[src/rtl/alu_b_pkg.sv]
// Shared definitions for the ALU operand-B stage: source select codes and
// skid-buffer occupancy states.
package alu_b_pkg;

  typedef enum logic [1:0] {
    B_SEL_REG    = 2'b00,
    B_SEL_CONST  = 2'b01,
    B_SEL_SEXT   = 2'b10,
    B_SEL_BRANCH = 2'b11
  } b_sel_e;

  typedef enum logic [1:0] {
    EMPTY = 2'b00,
    ONE   = 2'b01,
    FULL  = 2'b10
  } buf_state_e;

endpackage

[src/rtl/operand_b_skid.sv]
// Generic 2-entry valid/ready skid buffer. in_ready and out_valid are
// registered, so there is no combinational path from out_ready to in_ready.
module operand_b_skid
  import alu_b_pkg::*;
#(
  parameter int unsigned DW = 34
) (
  input  logic          clk,
  input  logic          rst_n,
  input  logic          in_valid_i,
  output logic          in_ready_o,
  input  logic [DW-1:0] in_data_i,
  output logic          out_valid_o,
  input  logic          out_ready_i,
  output logic [DW-1:0] out_data_o
);

  buf_state_e    state_q;
  logic          ready_q;
  logic          valid_q;
  logic [DW-1:0] head_q;
  logic [DW-1:0] skid_q;
  logic          push;
  logic          pop;

  assign push        = in_valid_i && ready_q;
  assign pop         = out_ready_i && valid_q;
  assign in_ready_o  = ready_q;
  assign out_valid_o = valid_q;
  assign out_data_o  = head_q;

  // ready_q stays low during reset and rises on the first edge after release.
  always_ff @(posedge clk or negedge rst_n) begin
    if (!rst_n) begin
      state_q <= EMPTY;
      ready_q <= 1'b0;
      valid_q <= 1'b0;
      head_q  <= '0;
      skid_q  <= '0;
    end else begin
      ready_q <= 1'b1;
      unique case (state_q)
        EMPTY: begin
          if (push) begin
            head_q  <= in_data_i;
            valid_q <= 1'b1;
            state_q <= ONE;
          end
        end
        ONE: begin
          if (push && !pop) begin
            skid_q  <= in_data_i;
            ready_q <= 1'b0;
            state_q <= FULL;
          end else if (push && pop) begin
            head_q  <= in_data_i;
          end else if (pop) begin
            valid_q <= 1'b0;
            state_q <= EMPTY;
          end
        end
        FULL: begin
          if (pop) begin
            head_q  <= skid_q;
            state_q <= ONE;
          end else begin
            ready_q <= 1'b0;
          end
        end
        default: begin
          valid_q <= 1'b0;
          state_q <= EMPTY;
        end
      endcase
    end
  end

endmodule

[src/rtl/alu_operand_b_stage.sv]
// Registered ALU operand-B selector with sign-extension/branch shift feeding a
// 2-entry skid buffer. Optional zero-extend for sel 10 under ALU_B_ZERO_EXT_EN.
module alu_operand_b_stage
  import alu_b_pkg::*;
#(
  parameter int unsigned WIDTH     = 32,
  parameter int unsigned IMM_WIDTH = 16,
  parameter int unsigned CONST_VAL = 4,
  parameter int unsigned SHIFT     = 2
) (
  input  logic                 clk,
  input  logic                 rst_n,
  input  logic                 in_valid,
  output logic                 in_ready,
  input  logic [1:0]           sel,
  input  logic [WIDTH-1:0]     b,
  input  logic [IMM_WIDTH-1:0] imm,
`ifdef ALU_B_ZERO_EXT_EN
  input  logic                 zext,
`endif
  output logic                 out_valid,
  input  logic                 out_ready,
  output logic [WIDTH-1:0]     operand,
  output logic [1:0]           out_sel
);

  logic [WIDTH-1:0] sext_imm;
  logic [WIDTH-1:0] ext_imm;
  logic [WIDTH-1:0] branch_off;
  logic [WIDTH-1:0] sel_operand;
  logic [WIDTH+1:0] payload_in;
  logic [WIDTH+1:0] payload_out;

  assign sext_imm   = {{(WIDTH-IMM_WIDTH){imm[IMM_WIDTH-1]}}, imm};
  assign branch_off = sext_imm << SHIFT;

`ifdef ALU_B_ZERO_EXT_EN
  assign ext_imm = zext ? {{(WIDTH-IMM_WIDTH){1'b0}}, imm} : sext_imm;
`else
  assign ext_imm = sext_imm;
`endif

  always_comb begin
    sel_operand = '0;
    case (sel)
      B_SEL_REG:    sel_operand = b;
      B_SEL_CONST:  sel_operand = WIDTH'(CONST_VAL);
      B_SEL_SEXT:   sel_operand = ext_imm;
      B_SEL_BRANCH: sel_operand = branch_off;
      default:      sel_operand = '0;
    endcase
  end

  assign payload_in = {sel, sel_operand};

  operand_b_skid #(
    .DW(WIDTH + 2)
  ) u_skid (
    .clk         (clk),
    .rst_n       (rst_n),
    .in_valid_i  (in_valid),
    .in_ready_o  (in_ready),
    .in_data_i   (payload_in),
    .out_valid_o (out_valid),
    .out_ready_i (out_ready),
    .out_data_o  (payload_out)
  );

  assign out_sel = payload_out[WIDTH+1:WIDTH];
  assign operand = payload_out[WIDTH-1:0];

endmodule

[config.mk]
export PLATFORM = sky130hd
export DESIGN_NAME = alu_operand_b_stage
export DESIGN_NICKNAME = d
export VERILOG_FILES = /design/src/rtl/alu_b_pkg.sv /design/src/rtl/operand_b_skid.sv /design/src/rtl/alu_operand_b_stage.sv
export SDC_FILE = /design/constraint.sdc
export NUM_CORES = 1
export LEC_CHECK = 0
export ABC_AREA = 1
export BUFFER_PORTS_ARGS = -buffer_cell sky130_fd_sc_hd__buf_2
export CORE_UTILIZATION = 35
export CTS_CLUSTER_SIZE = 28
export DETAILED_ROUTE_END_ITERATION = 8
export GPL_TIMING_DRIVEN = 0
export SETUP_SLACK_MARGIN = 0.1
export SLEW_MARGIN = 20
export SYNTH_ARGS = -nofsm -noshare
export SYNTH_HDL_FRONTEND = slang
export SYNTH_HIERARCHICAL = 1
export SYNTH_SLANG_ARGS = --single-unit
[constraint.sdc]
create_clock -name clk -period 2.4 [get_ports clk]
set_clock_uncertainty 0.1 [all_clocks]
set_input_delay 0.12 -clock clk [delete_from_list [all_inputs] [get_ports clk]]
set_output_delay 0.12 -clock clk [all_outputs]
set_load 0.01 [all_outputs]
==> impl_metrics.tcl, run 1 <==
set metrics [dict create \
    r2r-end "u_skid/out_data_o[6]" \
    htree_levels 3 \
    post_drt_wl_per_cell_um 13.3 \
    root_buffer "clkbuf_16" \
    via_per_inst 4.81 \
    layout_common_cells "nand2_1 (188), buf_2 (99), nand3_1 (81)" \
    cts_tree "done" \
    track_usage 0.186 \
    fmax_mhz 551 \
    grt_pass1_wl_um 16900 \
    clkLatencyLatePin_ns 0.33 \
    io_pins 90 \
    rows 38 \
    setup_viol 0 \
    min_path_type "in -> reg" \
    maxSlewHeadroom 0.672 \
    topRoutingLayerUsed "met4" \
    power_density_nw_per_um2 1270 \
    io_buffers 89 \
    drt-met1-wl_um 5070 \
    synth.avg_cell_area_um2 7.62 \
    post-route-drc-count 0 \
    clkPwrFrac 0.228 \
    rsz0062_at_grt "false" \
    layout_commonest_cell "nand2_1" \
    dp_slack_ns 0.583 \
    hold_viol_final 0 \
    p_comb_frac 0.444 \
    cp-startpoint "u_skid/state_q[0]" \
    internal_power_w 0.00377 \
    gp_congestion 0.791 \
    clock_sinks 72 \
    cts_buffer_depth 2 \
    switching_share 0.406 \
    rr_startpoint "u_skid/state_q[0]" \
    worstHoldStart "b[17]" \
    synth_nets 582 \
    die_area_um2 11800 \
    tightest_slew_ns 0.493 \
    ir_drop_mv 0.498 \
    criticalPathCategory "reg -> reg" \
    start_kind "register" \
    leakagePower_nw 2.65 \
    cts.clk_slew.worst_paths_ns 0.06 \
    p_sw_w 0.00258 \
    run_status "complete, no violations" \
    start_util 0.363 \
    fin_crit_ns 1.82 \
    synth_top_area_share 0.452 \
    ys_ff_latch 72 \
    layout_setup_ws_ns 0.585 \
    via_count 3712 \
    critPathMaxFanout 10 \
    antenna_left 0 \
    firstDrtPassIters 5 \
    numCtsBuffers 9 \
    worstSetupEndpoint "u_skid/out_data_o[6]" \
    wl_met2_um 4520 \
    synth_top_area_cell "dfrtp_1" \
    p_total_w 0.00635 \
    r2r_cells 10 \
    worst-r2r-setup-slack_ns 0.58 \
    fin_setup_tns_ns 0 \
    p_seq_frac 0.329 \
    dp_hpwl_um 7500 \
    yosysUniqueCellTypes 21 \
    slew_violations 0 \
    antenna_found_initial 0 \
    synth.area.top_cells "dfrtp_1 (45%), nand2_1 (18%), nand3_1 (10%)" \
    die_y_um 109 \
    yosys_warnings 6 \
    cp.required_ns 2.52 \
    coreArea_um2 11000 \
    area_growth_pct 25.0 \
    die_w_um 109 \
    wl_met3_um 565 \
    fillers 1124 \
    drive_gt1_frac 0.253 \
    drtIter0Drc 194 \
    yosysSeqAreaShare 0.452 \
    final_nets 686 \
    period_share 0.756 \
    grt_pass1_vias 3413 \
    finalWirelength_um 10300 \
    end_kind "register" \
    maxCapViolCount 0 \
    grt_max_degree 41 \
    arrival_ns 1.94 \
    n_antenna_cell 0 \
    gr-total-overflow 0 \
    syn_area_um2 3990 \
    syn_inst 523 \
]
## cell usage after synthesis
library cell  number
a21oi_1            3
o21ai_1           24
nand2_2           13
buf_2             11
ha_1               5
clkbuf_1           5
buf_6             13
nand2_1          188
nor2_1             4
nand2_4            3
nand3_4            2
nor2_4             1
inv_2              4
o21ai_2            1
buf_1              1
o21ai_0           45
nor2_8             2
dfrtp_1           72
nand3_1           81
buf_4              5
inv_1             40
## how the worst min path moves through the flow
stage | endpoint | slack (ns) | cells past startpoint
5_1_grt | u_skid/skid_q[1] | 0.07 | 5
3_5_place_dp | u_skid/out_data_o[29] | 0.005 | 1
2_1_floorplan | u_skid/in_ready_o | -0.28 | 0
6_report | u_skid/skid_q[17] | 0.05 | 5
4_1_cts | u_skid/skid_q[17] | 0.04 | 5
3_3_place_gp | u_skid/skid_q[33] | 0.32 | 3
## logic make-up after synthesis
kind of cell,after synthesis,synth area share
simple gates,294,0.333
buf+inv,79,0.107
flops,72,0.452
fa+ha+maj,5,0.0157
compound gates,73,0.0926
## per-stage QoR
stage | utilization | area, um^2 | cells | hold WS (ns)
4_1_cts | 0.454 | 4980 | 772 | 0.0424
5_1_grt | 0.454 | 4980 | 772 | 0.0750
3_3_place_gp | 0.420 | 4610 | 752 | 0.316
3_5_place_dp | 0.422 | 4630 | 753 | 0.00467
2_1_floorplan | - | 3990 | 523 | -0.276
6_report | 0.454 | 4980 | 772 | 0.0469
## timing repair
item / 4_1_cts / 5_1_grt
hold buffers: 3 / 0
resized for setup: 0 / 0
endpoints found under the hold margin: 34 / 0
setup buffers: 0 / 0
## cell type report
cell class / count / area (um^2) / share of cell area
plain buffers: 35 / 262 / 0.0525
clock buffers: 10 / 229 / 0.0459
inverters: 44 / 165 / 0.0331
multi-input cells: 372 / 1760 / 0.353
repair buffers: 93 / 498 / 0.0999
flip-flops and latches: 72 / 1800 / 0.362
clock inverters: 6 / 93.8 / 0.0188
well taps: 140 / 175 / 0.0351
## power groups by stage
stage / registers (W) / logic [W] / clock network, W
global placement: 0.00209 / 0.00279 / 0
global route: 0.00216 / 0.00321 / 0.00153
finish: 0.00209 / 0.00282 / 0.00145
detailed placement: 0.00211 / 0.00284 / 0
CTS: 0.00209 / 0.00286 / 0.00148
floorplan: 0.00219 / 0.00190 / 0
## critical path, cell delays in order, from the launching register on
cell and delay [ns]:
dfrtp_1 0.42, inv_1 0.09, ha_1 0.20, buf_4 0.17, nand2_2 0.09, nand2_4 0.08, inv_2 0.10, nand3_4 0.16
buf_6 0.20, nand2_2 0.05, nand2_1 0.05
## flip-flops by register name (all words and copies together) (netlist names)
register and count:
u_skid/in_ready_o 1, u_skid/out_data_o 34, u_skid/out_valid_o 1, u_skid/skid_q 34
u_skid/state_q 2
## per-layer routing
layer  track usage  up-vias
met4        0.0666        0
met5             0        -
li1              -     1870
met3        0.0293       10
met1         0.268     1711
met2         0.281      121
Note: power is estimated with default switching activity, not from simulation.
==> inputs of run 2 (changes only) <==
==> constraint.sdc (replaced) <==
create_clock -name clk -period 1.5 [get_ports clk]
set_clock_uncertainty 0.1 [all_clocks]
set_input_delay 0.075 -clock clk [delete_from_list [all_inputs] [get_ports clk]]
set_output_delay 0.075 -clock clk [all_outputs]
set_load 0.01 [all_outputs]
==> impl_metrics.tcl, run 2 (synthesis gave the netlist of run 1 again) <==
set metrics [dict create \
    setup_viol 69 \
    grt_pass1_vias 3617 \
    post-place-cells 753 \
    via_count 3754 \
    post-route-drc-count 0 \
    clkLatencyLatePin_ns 0.34 \
    drtIter0Drc 222 \
    final_cell_count_no_fill 787 \
    start_kind "register" \
    r2r_cells 9 \
    numCtsBuffers 9 \
    antenna_left 0 \
    grt_max_degree 42 \
    die_area_um2 11800 \
    layout_setup_ws_ns -0.150 \
    crit_buf_inv 3 \
    clkPwrFrac 0.225 \
    fin_crit_ns 1.65 \
    arrival_ns 1.78 \
    gr-total-overflow 0 \
    grt_pass1_wl_um 17300 \
    n_antenna_cell 0 \
    track_usage 0.191 \
    p_sw_w 0.00427 \
    leakagePower_nw 2.76 \
    rr_startpoint "u_skid/state_q[0]" \
    cp.required_ns 1.63 \
    min_path_cells 5 \
    slowest_stage "dfrtp_2" \
    firstDrtPassIters 5 \
    violations "setup timing" \
    clock_sinks 72 \
    crit_chain "inv_4 > ha_4 > buf_8 > o21ai_4 > nand2_4 > nand3_4 > buf_6 > nand2_1 > nand2_1" \
    cts_buffer_depth 2 \
    post_drt_wl_per_cell_um 13.5 \
    finalWirelength_um 10600 \
    gp_congestion 0.808 \
    layout_commonest_cell "nand2_1" \
    critPathMaxFanout 10 \
    run_status "finished with violations" \
    coreArea_um2 11000 \
    start_util 0.363 \
    layout_common_cells "nand2_1 (185), buf_2 (98), nand3_1 (81)" \
    finalHoldWorstSlack_ns 0.00427 \
    ir_drop_mv 0.997 \
    htree_levels 3 \
    drive_gt1_frac 0.291 \
    final_nets 701 \
    rows 38 \
    tightest_slew_ns 0.438 \
    maxCapViolCount 0 \
    antenna_found_initial 0 \
    power_density_nw_per_um2 2060 \
    hold_viol_final 0 \
    worst-r2r-setup-slack_ns -0.15 \
    die_y_um 109 \
    dp_hpwl_um 7580 \
    cts_tree "done" \
    path_delay_family "flip-flops" \
    end_kind "register" \
    area_growth_pct 31.3 \
    worstHoldStart "b[22]" \
    r2r-end "u_skid/out_data_o[10]" \
    slew_violations 0 \
    p_comb_frac 0.463 \
    p_seq_frac 0.312 \
    fmax_mhz 606 \
    via_per_inst 4.77 \
    cp_common_cell "nand2_1" \
    min_path_type "in -> reg" \
    cpPeakStageDelay_ns 0.44 \
    io_buffers 89 \
    min_to "u_skid/skid_q[22]" \
    criticalPathCategory "reg -> reg" \
    io_pins 90 \
    cp-startpoint "u_skid/state_q[0]" \
    maxSlewHeadroom 0.708 \
    cts.clk_slew.worst_paths_ns 0.06 \
    die_w_um 109 \
    internal_power_w 0.00653 \
    root_buffer "clkbuf_16" \
    rsz0062_at_grt "true" \
    switching_share 0.396 \
    period_share 1.10 \
]
-- run 2: cell types whose count changed in the layout (fill, tap and decap cells not counted), sizes merged --
| cell | previous run | this run |
|---|---|---|
| dlygate4sd3 | 3 | 10 |
| clkinv | 3 | 2 |
| bufinv | 2 | 3 |
| clkbuf | 15 | 16 |
| buf | 120 | 127 |
-- run 2: worst max path at each step --
stage | to | cells after the start
after floorplan | u_skid/out_data_o[0] | 10
after global placement | u_skid/out_data_o[32] | 7
after detailed placement | u_skid/out_data_o[32] | 7
after CTS | u_skid/out_data_o[23] | 9
after global routing | u_skid/out_data_o[19] | 9
final | u_skid/out_data_o[10] | 9
-- run 2: layout make-up --
class / instances / area (um^2)
well taps: 140 / 175
multi-input cells: 372 / 1820
inverters: 44 / 173
plain buffers: 35 / 304
clock buffers: 10 / 229
clock inverters: 6 / 108
flip-flops and latches: 72 / 1800
fillers: 1092 / 5750
repair buffers: 108 / 628
-- run 2: metrics by stage --
| step | area (um^2) | power, W | setup WS (ns) | TNS, ns | utilization |
|---|---|---|---|---|---|
| 2_1_floorplan | 4030 | 0.00666 | -0.00854 | -0.0852 | - |
| 3_3_place_gp | 4650 | 0.00791 | -0.277 | -26.75 | 0.423 |
| 3_5_place_dp | 4670 | 0.00804 | -0.301 | -13.65 | 0.425 |
| 4_1_cts | 5220 | 0.0108 | -0.140 | -6.36 | 0.475 |
| 5_1_grt | 5240 | 0.0116 | -0.219 | -11.31 | 0.477 |
| 6_report | 5240 | 0.0108 | -0.150 | -6.47 | 0.477 |
-- run 2: what timing repair did --
action,CTS,global route
hold buffers,10,0
endpoints found under the hold margin,81,0
endpoints found under the setup margin,71,72
gates resized for setup,23,3
setup buffers,6,2
pin swaps,3,1
-- run 2: power by group through the flow --
stage | logic, W | clock network, W | registers [W]
after global routing | 0.00561 | 0.00257 | 0.00347
after global placement | 0.00455 | 0 | 0.00335
after floorplan | 0.00315 | 0 | 0.00351
final | 0.00501 | 0.00243 | 0.00337
after detailed placement | 0.00465 | 0 | 0.00339
after CTS | 0.00499 | 0.00248 | 0.00337
-- run 2: metal layers --
metal | vias to the layer above | GRT usage | share of wire
met5 | - | 0 | 0
li1 | 1909 | - | -
met3 | 14 | 0.0412 | 0.047
met4 | 0 | 0.0627 | 0.014
met1 | 1725 | 0.258 | 0.48
met2 | 106 | 0.304 | 0.46
-- run 2: worst register-to-register path: stages (launching register included) --
cell and delay (ns):
dfrtp_2 0.44, inv_4 0.09, ha_4 0.13, buf_8 0.14, o21ai_4 0.07, nand2_4 0.12
nand3_4 0.16, buf_6 0.19, nand2_1 0.06, nand2_1 0.05
